<file path="config.mk">
export PLATFORM = sky130hd
export DESIGN_NAME = xrv1_sim_ram_dport
export DESIGN_NICKNAME = d
export VERILOG_FILES = /design/src/rtl/xrv1_sim_ram_dport.sv
export SDC_FILE = /design/constraint.sdc
export NUM_CORES = 1
export LEC_CHECK = 0
export ABC_AREA = 1
export ABC_CLOCK_PERIOD_IN_PS = 5700
export CAP_MARGIN = 15
export CORE_ASPECT_RATIO = 0.75
export CORE_MARGIN = 5
export CORE_UTILIZATION = 55
export CTS_CLUSTER_DIAMETER = 30
export CTS_CLUSTER_SIZE = 30
export DETAILED_ROUTE_END_ITERATION = 6
export PLACE_DENSITY = 0.95
export SLEW_MARGIN = 10
export SYNTH_ARGS = -nofsm -noshare
export SYNTH_HDL_FRONTEND = slang
export SYNTH_SLANG_ARGS = --single-unit
</file>
<file path="constraint.sdc">
create_clock -name clk_i -period 5.7 [get_ports clk_i]
set_input_delay 1.71 -clock clk_i [delete_from_list [all_inputs] [get_ports clk_i]]
set_output_delay 1.71 -clock clk_i [all_outputs]
set_load 0.005 [all_outputs]
</file>
<file path="src/rtl/xrv1_sim_ram_dport.sv">
// Data-side adapter between the core load/store channel and port 1 of the simulation RAM.
// Accepts byte/half/word accesses at any byte address. An access that crosses a 32-bit word
// boundary is split into two RAM word accesses. Load data is sign- or zero-extended, and each
// request gets exactly one registered response pulse.
//
// Ports:
//   clk_i, reset_i          clock, synchronous active-high reset
//   req_valid_i/req_ready_o request handshake
//   req_addr_i/we/size/unsigned/wdata  request fields
//   rsp_valid_o/rsp_rdata_o one-cycle response pulse with extended load data (0 for stores)
//   ram_addr_o/ram_w_en_o/ram_w_data_o/ram_w_be_o  RAM port 1 drive (word-aligned address)
//   ram_r_data_i            RAM port 1 read data, one cycle after the address
module xrv1_sim_ram_dport #(
  parameter int unsigned addr_width_p = 16
) (
  input  logic                    clk_i,
  input  logic                    reset_i,
  input  logic                    req_valid_i,
  output logic                    req_ready_o,
  input  logic [31:0]             req_addr_i,
  input  logic                    req_we_i,
  input  logic [1:0]              req_size_i,
  input  logic                    req_unsigned_i,
  input  logic [31:0]             req_wdata_i,
  output logic                    rsp_valid_o,
  output logic [31:0]             rsp_rdata_o,
  output logic [addr_width_p-1:0] ram_addr_o,
  output logic                    ram_w_en_o,
  output logic [31:0]             ram_w_data_o,
  output logic [3:0]              ram_w_be_o,
  input  logic [31:0]             ram_r_data_i
);

  typedef enum logic [2:0] {StIdle, StRdWait, StRdHi, StRdFin, StWrHi} state_e;

  state_e                  state_q, state_d;
  logic [addr_width_p-1:0] addr_q, addr_d;
  logic [1:0]              size_q, size_d;
  logic                    uns_q, uns_d;
  logic [31:0]             wdata_q, wdata_d;
  logic [31:0]             lo_q, lo_d;
  logic                    rsp_valid_q, rsp_valid_d;
  logic [31:0]             rsp_rdata_q, rsp_rdata_d;

  // Address bits above the RAM width are ignored.
  logic unused_addr_hi;
  assign unused_addr_hi = ^req_addr_i[31:addr_width_p];

  // In idle the live request is decoded; in every other state the held copy is.
  logic                    idle;
  logic [addr_width_p-1:0] cur_addr;
  logic [1:0]              cur_size;
  logic                    cur_uns;
  logic [31:0]             cur_wdata;

  assign idle      = (state_q == StIdle);
  assign cur_addr  = idle ? req_addr_i[addr_width_p-1:0] : addr_q;
  assign cur_size  = idle ? req_size_i : size_q;
  assign cur_uns   = idle ? req_unsigned_i : uns_q;
  assign cur_wdata = idle ? req_wdata_i : wdata_q;

  logic [1:0]              off;
  logic [2:0]              nbytes;
  logic                    split;
  logic [7:0]              mask_n;
  logic [31:0]             wmask;
  logic [7:0]              m8;
  logic [63:0]             d64;
  logic [addr_width_p-1:0] word0, word1;

  assign off   = cur_addr[1:0];
  assign word0 = {cur_addr[addr_width_p-1:2], 2'b00};
  assign word1 = word0 + addr_width_p'(4);  // wraps from the top word to 0

  always_comb begin
    unique case (cur_size)
      2'd0:    begin nbytes = 3'd1; mask_n = 8'h01; wmask = 32'h0000_00FF; end
      2'd1:    begin nbytes = 3'd2; mask_n = 8'h03; wmask = 32'h0000_FFFF; end
      default: begin nbytes = 3'd4; mask_n = 8'h0F; wmask = 32'hFFFF_FFFF; end
    endcase
  end

  assign split = (({1'b0, off} + nbytes) > 3'd4);
  assign m8    = mask_n << off;
  assign d64   = {32'b0, cur_wdata & wmask} << {off, 3'b000};

  function automatic logic [31:0] extract(input logic [63:0] hl, input logic [1:0] o,
                                          input logic [1:0] sz, input logic u);
    logic [63:0] sh;
    sh = hl >> {o, 3'b000};
    unique case (sz)
      2'd0:    extract = u ? {24'b0, sh[7:0]} : {{24{sh[7]}}, sh[7:0]};
      2'd1:    extract = u ? {16'b0, sh[15:0]} : {{16{sh[15]}}, sh[15:0]};
      default: extract = sh[31:0];
    endcase
  endfunction

  always_comb begin
    state_d      = state_q;
    addr_d       = addr_q;
    size_d       = size_q;
    uns_d        = uns_q;
    wdata_d      = wdata_q;
    lo_d         = lo_q;
    rsp_valid_d  = 1'b0;
    rsp_rdata_d  = 32'b0;
    req_ready_o  = 1'b0;
    ram_addr_o   = word0;
    ram_w_en_o   = 1'b0;
    ram_w_be_o   = 4'b0;
    ram_w_data_o = 32'b0;

    unique case (state_q)
      StIdle: begin
        req_ready_o = 1'b1;
        if (req_valid_i) begin
          addr_d  = req_addr_i[addr_width_p-1:0];
          size_d  = req_size_i;
          uns_d   = req_unsigned_i;
          wdata_d = req_wdata_i;
          if (req_we_i) begin
            ram_w_en_o   = 1'b1;
            ram_w_be_o   = m8[3:0];
            ram_w_data_o = d64[31:0];
            if (split) state_d = StWrHi;
            else       rsp_valid_d = 1'b1;
          end else begin
            state_d = split ? StRdHi : StRdWait;
          end
        end
      end
      StWrHi: begin
        ram_addr_o   = word1;
        ram_w_en_o   = 1'b1;
        ram_w_be_o   = m8[7:4];
        ram_w_data_o = d64[63:32];
        rsp_valid_d  = 1'b1;
        state_d      = StIdle;
      end
      StRdWait: begin
        rsp_valid_d = 1'b1;
        rsp_rdata_d = extract({32'b0, ram_r_data_i}, off, cur_size, cur_uns);
        state_d     = StIdle;
      end
      StRdHi: begin
        ram_addr_o = word1;
        lo_d       = ram_r_data_i;
        state_d    = StRdFin;
      end
      StRdFin: begin
        rsp_valid_d = 1'b1;
        rsp_rdata_d = extract({ram_r_data_i, lo_q}, off, cur_size, cur_uns);
        state_d     = StIdle;
      end
      default: state_d = StIdle;
    endcase

    // Reset blocks acceptance and any RAM write, including a pending high part.
    if (reset_i) begin
      req_ready_o = 1'b0;
      ram_w_en_o  = 1'b0;
      ram_w_be_o  = 4'b0;
    end
  end

  always_ff @(posedge clk_i) begin
    if (reset_i) begin
      state_q     <= StIdle;
      addr_q      <= '0;
      size_q      <= 2'b0;
      uns_q       <= 1'b0;
      wdata_q     <= 32'b0;
      lo_q        <= 32'b0;
      rsp_valid_q <= 1'b0;
      rsp_rdata_q <= 32'b0;
    end else begin
      state_q     <= state_d;
      addr_q      <= addr_d;
      size_q      <= size_d;
      uns_q       <= uns_d;
      wdata_q     <= wdata_d;
      lo_q        <= lo_d;
      rsp_valid_q <= rsp_valid_d;
      rsp_rdata_q <= rsp_rdata_d;
    end
  end

  assign rsp_valid_o = rsp_valid_q;
  assign rsp_rdata_o = rsp_rdata_q;

endmodule

</file>
# [Word-level counts from Yosys, hierarchy flattened]
# Index checks and enable logic that the tools add are counted.
[op_classes] bitwise=1 mux=37 reduce_logical=6 n_lt_le_gt_ge=1 shifts=4 addsub=2 eq_ne=7
[op_table] op="case mux 32 bit (2 select lines)" count=5
[op_table] op="2-to-1 mux 32 bit" count=7
[op_table] op="<< shifter 32 x 5 -> 64 bit" count=1
[op_table] op="right shift 64 x 5 -> 32 bit" count=1
[op_table] op="AND 32 bit" count=1
[op_table] op="2-to-1 mux 16 bit" count=2
[op_table] op="right shift 32 x 5 -> 32 bit" count=1
[op_table] op="adder 16 x 3 -> 16 bit (second input constant)" count=1
[op_table] op="case mux 4 bit (2 select lines)" count=2
[op_table] op="2-to-1 mux 4 bit" count=3
[op_table] op="case mux 3 bit (2 select lines)" count=2
[op_table] op="2-to-1 mux 1 bit" count=9
[op_table] op="2-to-1 mux 3 bit" count=3
[op_table] op="<< shifter 8 x 2 -> 8 bit" count=1
[op_table] op="== test 3 x 2 -> 1 bit (second input constant)" count=2
[op_table] op="2-to-1 mux 2 bit" count=2
[op_table] op="case mux 1 bit (2 select lines)" count=2
[op_table] op="AND reduction 2 bit" count=2
[op_table] op="adder 2 x 3 -> 3 bit" count=1
[op_table] op="== test 3 x 1 -> 1 bit (second input constant)" count=1
[op_table] op="== test 3 bit (second input constant)" count=1
[op_table] op="> comparator 3 bit (second input constant)" count=1
[op_table] op="zero test 3 bit" count=1
[op_table] op="inequality test 3 x 2 -> 1 bit (second input constant)" count=1
[op_table] op="other kinds (5)" count=5
[word_totals] ff_bits=119 elab_cells=66 out_inout_bits=87

# [Longest topological paths before layout]
[depth] depth_word=10 depth_mapped=15 ltp_nobuf=14

# [Least setup slack after synthesis]
# Ideal clock, no wire load.
[synth_timing] path_kind="input to output" start="input port req_valid_i" end="output port ram_w_be_o[1]" stages=9 slack_ns=0.991 t_arrival_ns=2.999 t_required_ns=3.990 path_buffers=2 cell_sequence="clkbuf_1 nand2_2 nor2_4 inv_1 nor2_4 inv_1 buf_2 o22a_1 nor2_1"
[synth_via] elab_chain_cells=3
[synth_lines] element="start: declaration" line="18" text="input logic req_valid_i,"
[synth_lines] element="2-to-1 mux 4 bit" line="116" text="if (req_valid_i) begin"
[synth_lines] element="case mux 4 bit (2 select lines)" line="113" text="unique case (state_q)"
[synth_lines] element="2-to-1 mux 4 bit" line="159" text="if (reset_i) begin"
[synth_lines] element="end: declaration" line="30" text="output logic [3:0] ram_w_be_o,"
# No other way between the ends.

# [Worst setup path after layout]
[layout_timing] start="input port req_addr_i[3]" end="output port ram_addr_o[10]"
[layout_via] elab_chain_cells=3
[layout_lines] element="start: declaration" line="20" text="input logic [31:0] req_addr_i,"
[layout_lines] element="2-to-1 mux 16 bit" line="57" text="assign cur_addr = idle ? req_addr_i[addr_width_p-1:0] : addr_q;"
[layout_lines] element="adder 16 x 3 -> 16 bit" line="73" text="assign word1 = word0 + addr_width_p'(4);"
[layout_lines] element="2-to-1 mux 16 bit" line="113"
[layout_lines] element="end: declaration" line="27" text="output logic [addr_width_p-1:0] ram_addr_o,"
# No other way between the ends.

==> metrics.txt <==
max incr delay on CP=0.50 ns; H-tree lvl count=4; Place WS=0.0865 ns; max cap viols=0; Unique masters post-synth=42; final-report setup violation count=0; final hold violation count=0; hold_sp=wdata_q[17]; Worst Hold Depth=2; placed cells=1641; most used cell, CP=nand2_1; register area share after synthesis=29.6%; multi-input logic area=0.00472 mm2; ys async rst share=0%; n_diodes=0; Clock Sinks=119; quantity of I/O buffers inserted on ports=171; reg2reg start=state_q[1]; delay-heaviest family, CP=buffers and inverters; Post-DP Area=0.00980 mm2; hpwl dp=20500 um; CTS tree=yes; layout cells sized above 1=7.06%; Cells after Synth=1331; VDD IR max=0.000526 V; All-Layer GR Usage=33.8%; Clock Path Buffers=2; status=complete, but fails checks; Cell Area, Synth=0.00804 mm2; Hold Path End=wdata_q[17]; period utilization=98.5%; drt drc=1; Worst R2R End=rsp_rdata_o[16]; CP endpoint kind=output port; First-pass DRT Iterations=7; Crit path buffers/inverters=3; cell area after layout=0.0104 mm2; Crit Path Category=input pin to output port; WL/cell=17.6 um; initial antenna violation count=1; Yosys reg bits=119; Worst EP required=3.99 ns; first-pass GRT wire length=46000 um; FMAX=178 MHz; Avg Inst Size Synth=6.04 um2; Fin Hold WS=0.447 ns; Non-Filler Instances=1674; Placer Congestion=0.959; Filler cells=1167; Clock Latency Late Sink=0.43 ns; Sum Neg Setup Slack=0 ns; Worst Path Arrival=3.91 ns; Register Area=0.00238 mm2; Slew HR=27.1%; failing checks=DRC; initial drt markers=1742; final worst slack=0.0841 ns; Setup crit start kind=input pin; clock skew=0.0103 ns; die width=150 um; die height=115 um; CTS buffer count=17; R2R Setup Slk=1.82 ns; Yosys Warn Count=0; via count=9730; fin nets=1567; Cell Rows=38; Most used DFF post-synth=dfxtp_1; CTS clk-pin slew, worst paths=0.06 ns; LEAKAGE=0.00455 uW; Slowest-stage cell, CP=clkdlybuf4s50_1; Vias/cell=5.81; Area growth syn-to-layout=29.6%; Worst Tran Pin Value=1.09 ns; number of flops mapped to enable cells by yosys=0; pwr dens=719 mW/mm2; largest fanout on the critical path=5; die area=0.0172 mm2; initial core utilization=55.8%; final WL=29400 um; worst path cell trace=clkdlybuf4s50_1 > nand2_1 > nand2_1 > ha_1 > nand2_1 > nor2_2 > nand2_2 > nor2_4 > nand2_1 > xnor2_1 > inv_1 > clkdlybuf4s50_1; GR Overflow Total=0; Tightest Hold Check Type=flop to flop; R2R cell count=11; root buffer cell=clkbuf_16; Max Slew Vio Count=0; largest net degree at the start of global routing=86; num ports=190; Core ar.=0.0144 mm2; Routed Antenna Nets=0; number of global-route vias before repair=8653; post-layout minimum cycle time=5.62 ns
## metrics by stage
stage          total power, uW  util (%)
2_1_floorplan             4660         -
3_3_place_gp              6030      68.0
3_5_place_dp              6140      68.0
4_1_cts                   7290      72.2
5_1_grt                   8000      72.3
6_report                  7490      72.3
## layout by cell type, fill, tap and decap left out, types with 3 or more instances in the layout
| cell type | synthesis | layout |
|---|---|---|
| a22oi_1 | 6 | 6 |
| nor3_1 | 3 | 3 |
| clkdlybuf4s50_1 | 0 | 169 |
| clkbuf_16 | 0 | 17 |
| inv_2 | 4 | 4 |
| nor2_1 | 57 | 56 |
| o21bai_1 | 3 | 3 |
| buf_4 | 14 | 28 |
| o21ai_0 | 121 | 120 |
| clkinv_4 | 0 | 6 |
| nand2_1 | 413 | 410 |
| mux2i_1 | 4 | 4 |
| o21ai_1 | 6 | 7 |
| a21oi_1 | 122 | 122 |
| nand2_2 | 8 | 11 |
| inv_1 | 121 | 121 |
| clkinv_1 | 4 | 4 |
| xor2_1 | 6 | 6 |
| nand2_4 | 3 | 3 |
| xnor2_1 | 5 | 5 |
| o211ai_1 | 9 | 9 |
| nand3b_1 | 4 | 4 |
| dfxtp_1 | 119 | 119 |
| clkinv_2 | 0 | 4 |
| or2_2 | 7 | 7 |
| nor2_4 | 4 | 5 |
| nor2_2 | 6 | 6 |
| a21boi_0 | 3 | 3 |
| a31oi_1 | 8 | 8 |
| bufinv_16 | 0 | 3 |
| a211oi_1 | 14 | 14 |
| nand3_1 | 152 | 152 |
| buf_12 | 0 | 3 |
| o22ai_1 | 16 | 16 |
## cells in the mapped netlist (all sizes together) (3+ instances only)
cell,instances,share of area [%]
o22ai,16,1.2
a21boi,3,0.28
o21ai,128,8.0
nor3,4,0.39
clkbuf,45,2.1
clkinv,4,0.19
dfxtp,119,30
xor2,6,0.65
mux2i,4,0.50
buf,47,3.8
nand3,154,9.7
nand3b,4,0.37
o21bai,3,0.28
nor2,67,3.7
a22oi,6,0.56
o211ai,9,0.84
a31oi,8,0.62
nand2,424,20
xnor2,5,0.54
inv,125,5.8
or2,7,0.54
a21oi,122,7.6
a211oi,14,1.3
## timing repair
action | 4_1_cts | 5_1_grt
hold buffers | 0 | 0
resized for setup | 0 | 5
setup buffers | 0 | 1
endpoints found under the setup margin | 0 | 7
## state kept, by name (all words and copies together) (netlist names)
name	count
lo_q	32
rsp_rdata_o	32
wdata_q	32
addr_q	16
state_q	3
size_q	2
rsp_valid_o	1
uns_q	1
## worst max-delay path by stage
stage | startpoint | end | slack, ns | cells after the start
after floorplan | req_valid_i | ram_w_be_o[1] | 0.99 | 9
after global placement | req_size_i[1] | ram_w_data_o[22] | 0.09 | 10
after detailed placement | req_size_i[1] | ram_w_data_o[22] | 0.09 | 10
after CTS | req_addr_i[2] | ram_addr_o[10] | 0.07 | 12
after global routing | req_addr_i[3] | ram_addr_o[10] | -0.02 | 12
final | req_addr_i[3] | ram_addr_o[10] | 0.08 | 12
## where the power goes
| part | switching [uW] | internal, uW |
|---|---|---|
| Sequential | 111 | 1080 |
| Clock | 420 | 688 |
| Combinational | 3440 | 1760 |
| Total | 3970 | 3520 |
## worst register-to-register path, cell delays in order, from the launching register on
cell,delay [ns]
dfxtp_1,0.47
inv_2,0.16
nand2_2,0.58
nand2_4,0.33
nand2_4,0.30
buf_4,0.62
nand2_1,0.12
nand3_1,0.21
nand3_1,0.17
nand3_2,0.34
nand2_1,0.10
a21oi_1,0.36
## kinds of logic (layout without fill, tap and decap cells)
group | Yosys count | after routing | share of synthesized area [%]
simple gates | 661 | 661 | 35.1
compound gates | 311 | 311 | 21.0
buf+inv | 221 | 363 | 12.0
flops | 119 | 119 | 29.6
xor+xnor | 11 | 11 | 1.20
mux | 4 | 4 | 0.498
fa+ha+maj | 3 | 3 | 0.560
other cells | 1 | 2 | 0.0467
## per-layer routing
metal / up-vias / global-route usage, % / wire (um)
met5: - / 0 / 12
met4: 2 / 10.9 / 811
met3: 93 / 11.6 / 4500
met2: 745 / 47.1 / 11900
met1: 4282 / 48.7 / 12100
li1: 4608 / - / -
## final cells by class
class	count	share of cell area, %
multi-input cells	992	45.3
inverters	129	4.65
repair buffers	202	19.0
flip-flops and latches	119	22.9
clock inverters	15	1.72
well taps	200	2.40
clock buffers	17	4.08
Power figures use the tool's default switching activity.
==> RTL edit 1: new RTL, config.mk and constraints unchanged <==
The 5 states of `state_e` get a one-hot encoding in 5 bits.
--- a/src/rtl/xrv1_sim_ram_dport.sv
+++ b/src/rtl/xrv1_sim_ram_dport.sv
@@ -31,7 +31,7 @@
   input  logic [31:0]             ram_r_data_i
 );
 
-  typedef enum logic [2:0] {StIdle, StRdWait, StRdHi, StRdFin, StWrHi} state_e;
+  typedef enum logic [4:0] {StIdle = 5'b00001, StRdWait = 5'b00010, StRdHi = 5'b00100, StRdFin = 5'b01000, StWrHi = 5'b10000} state_e;
 
   state_e                  state_q, state_d;
   logic [addr_width_p-1:0] addr_q, addr_d;
Check against the original RTL: no difference found for any inputs over 10 cycles, from zero or initial values and one cycle with reset_i high; not proved beyond that.
==> RTL edit 1 against the unedited design <==
The flow still finishes with violations (design-rule violations); worst setup slack lost 19 ps; critical path depth decreased by 5; wire length shrank 1.0%; total power shrank 25%; area after synthesis increased by 2.1%; sequential share of layout area is essentially flat; sequential cell count is 2 higher; final area up 1.7%.
==> RTL edit 1: results (changes against the unedited design) <==
top cells by count, synth=nand2_1, inv_1, a21oi_1, o21ai_0, nand3_1; Final Cell Area=10,590 µm² (+1.7%); largest net degree at the start of global routing=72 (-16%); top cell type's share of synthesized area=29.53% (-0.12 points); clk tree area frac=5.468% (-0.33 points); multi-input logic area=4808 µm² (+1.9%); CP max stage delay=560 ps (+60 ps); Synth Area in XOR/XNOR=1.281% (+0.082 points); Post-Synth Adder-Cell Area=0.5490% (-0.011 points); FF-to-FF End=rsp_rdata_o[31]; WHS Endpoint=wdata_q[16]; gpl congestion=0.9681 (+0.99%); sequential share of the synthesized area=29.53% (-0.12 points); Cells after Synth=1,339 (+0.60%); via/cell ratio=5.917 (+1.8%); Worst setup endpoint=ram_w_be_o[1]; failing checks=design-rule violations; internal power=2801 µW (-21%); Post-Route WL=29,100 µm (-1.0%); status=complete, but fails checks; met3 wire length=4277 µm (-5.0%); non-clock buffer instance count of the final layout=207 (+2.5%); drt drc=24 (+23); Slew @ Worst Pin=1122 ps (+34.68 ps); Worst Skew=9.413 ps (-0.8565 ps); vias in the first global route=8,853 (+2.3%); All-Layer GR Usage=32.41% (-1.4 points); ANT cells=1 (+1); share of cells above drive strength 1=8.277% (+1.2 points); initial antenna violation count=2 (+1); dpl ws=26.19 ps (-60.26 ps); first-pass GRT wire length=45,380 µm (-1.4%); maximum vdd drop=0.4924 mV (-6.4%); Setup crit start=req_addr_i[1]; synthesis-stage register bit count=121 (+1.7%); R2R Setup Slk=2050 ps (+230 ps)
==> RTL edit 1: cell count changes after synthesis, moves of 8 or more <==
cell	delta
nand3_1	-29
nor2_1	-24
inv_1	+16
o21ai_0	+11
a21oi_1	+10
buf_2	+10
clkbuf_1	-9
nand2_1	+9
nand4_1	+8
==> RTL edit 1: power groups by stage <==
stage	clock, µW	sequential (µW)	combinational (µW)
3_5_place_dp	0	1040	3280
2_1_floorplan	0	1030	2440
3_3_place_gp	0	1040	3220
4_1_cts	1070	1030	3330
6_report	1070	1030	3510
5_1_grt	1110	1040	3800
==> RTL edit 1: critical path: cells and delay by family <==
kind                   cells  cell delay [ps]
AND/OR/NAND/NOR            1              210
AO/OA/AOI/OAI              3              660
buffers and inverters      3             1350
==> RTL edit 1: logic make-up (layout without fill, tap and decap cells) <==
logic type	count (synthesis)	after routing
AND/OR/NAND/NOR	633	633
AO/OA/AOI/OAI	334	334
buffers and inverters	235	381
flip-flops	121	121
XOR/XNOR	12	12
adder cells (fa/ha/maj)	3	3
other	1	3
==> RTL edit 2: new RTL, same settings <==
Without the edit above. `addr_width_p`: 16 -> 17.
--- a/src/rtl/xrv1_sim_ram_dport.sv
+++ b/src/rtl/xrv1_sim_ram_dport.sv
@@ -11,7 +11,7 @@
 //   ram_addr_o/ram_w_en_o/ram_w_data_o/ram_w_be_o  RAM port 1 drive (word-aligned address)
 //   ram_r_data_i            RAM port 1 read data, one cycle after the address
 module xrv1_sim_ram_dport #(
-  parameter int unsigned addr_width_p = 16
+  parameter int unsigned addr_width_p = 17
 ) (
   input  logic                    clk_i,
   input  logic                    reset_i,
Ports: changed (resized ram_addr_o); port bits go from 190 to 191. The function was not compared with the original's and may differ.
==> RTL edit 2 against the unedited design <==
The flow still finishes with violations (design-rule violations); first-iteration DRC count down 18%; area after synthesis is 0.73% higher; fmax shrank 0.99%; final area grew 0.96%; sequential cell count is 1 higher; critical path depth fell by 3; wire length shrank 3.4%; worst setup slack got worse by 56 ps; total power grew 0.90%; via count is 2.0% higher; worst hold slack improved by 5.2 ps.
==> RTL edit 2: results (changes against the unedited design) <==
initial antenna violation count=1 (unchanged); WHS Endpoint=wdata_q[18]; leakage=0.004631 µW (+1.8%); port buffer count=173 (+1.2%); vias in the first global route=8,999 (+4.0%); Root Driver=clkbuf_16; Worst-path clk slew=60 ps (about the same); top cells by count, synth=nand2_1, nand3_1, a21oi_1, inv_1, dfxtp_1; maximum vdd drop=0.4387 mV (-17%); worst r2r src=state_q[2]; mux contribution to synthesized area=0.5100% (+0.012 points); Final nets=1,580 (+0.83%); most used flip-flop cell after synthesis=dfxtp_1; first-pass GRT wire length=44,780 µm (-2.7%); top cells by area, synth=dfxtp_1, nand2_1, nand3_1, a21oi_1, o21ai_0; Post-Synth Adder-Cell Area=0.5564% (-0.0041 points); failing checks=design-rule violations; Slew @ Worst Pin=782.6 ps (-304.5 ps); via/cell ratio=5.883 (+1.2%); FF-to-FF End=state_q[0]; CP Max Fanout=12 (+7); Worst Skew=8.407 ps (-1.862 ps); All-Layer GR Usage=32.19% (-1.6 points); sequential share of the synthesized area=29.68% (+0.032 points); post-synth cell types=46 (+9.5%); fill count=1,182 (+1.3%); Setup crit start=req_size_i[1]; status=complete, but fails checks; Worst setup endpoint=ram_w_data_o[21]; Post-Route WL=28,400 µm (-3.4%); CTS Buffer Depth=2 (unchanged); R2R Setup Slk=2110 ps (+290 ps); largest net degree at the start of global routing=64 (-26%); worst hold start=wdata_q[18]; DR iter-0 viols=1,434 (-18%); area post-placement=9894 µm² (+1.0%); drt drc=1 (unchanged); compound-cell area share of the yosys netlist=20.83% (-0.12 points); DPL Wire Length=18,970 µm (-7.4%); critical path arrival=3960 ps (+50 ps); gpl congestion=0.9293 (-3.1%); worst r2r path cells=11 (unchanged); H-tree depth=4 (unchanged); Async SR Flop Fraction=0% (unchanged); share of cells above drive strength 1=7.801% (+0.75 points); Synth Area in XOR/XNOR=1.298% (+0.099 points)
==> RTL edit 2: cell count changes after synthesis, moves of 4 or more <==
cell      unedited run  this run
nand3_1            152       130
a31oi_1              8         4
inv_2                4         8
o21ai_2              1         5
a21oi_1            122       126
nand4_1              1         5
nand2_1            413       443
buf_2               22        32
o21ai_0            121       109
nor2_1              57        51
o21ai_1              6        19
clkinv_1             4         0
clkbuf_1            45        37
==> RTL edit 2: tightest hold or removal path, cell delays in order, from the launching register on <==
cell and delay, ps:
dfxtp_1 300, inv_1 60, a21oi_1 50
==> RTL edit 2: repair_timing <==
action / 4_1_cts / 5_1_grt
endpoints found under the setup margin: 0 / 11
hold buffers: 0 / 0
gates resized for setup: 0 / 8
==> RTL edit 2: metal layers <==
layer	global-route usage, %	wire [µm]
met1	45.14	11780
met2	47.27	12060
met3	8.983	3703
met4	12.13	833
met5	0	17
==> RTL edit 2: power by group <==
part           switching, µW  leakage, µW  internal [µW]  total [µW]
logic                   3440      0.00336           1780        5230
clock network            416     0.000292            708        1120
registers                117     0.000981           1090        1210
total                   3970      0.00463           3590        7560
==> RTL edit 2: metrics by stage <==
| stage | utilization [%] | worst slack [ps] | hold WS, ps | cells |
|---|---|---|---|---|
| after CTS | 72.65 | 75.14 | 449.9 | 1687 |
| after floorplan | - | 1196 | 424.5 | 1340 |
| after global placement | 68.46 | 150.6 | 433.9 | 1655 |
| final | 72.78 | 27.85 | 452.7 | 1687 |
| after global routing | 72.78 | 4.858 | 467.6 | 1687 |
| after detailed placement | 68.46 | 116.9 | 442.8 | 1655 |
==> RTL edit 2: area by class of cell <==
class	instances	share of cell area, %
sequential	120	22.84
tap	200	2.379
timing repair buffer	205	18.94
clock inverter	12	1.427
multi-input combinational	999	45.39
inverter	131	4.687
clock buffer	20	4.342
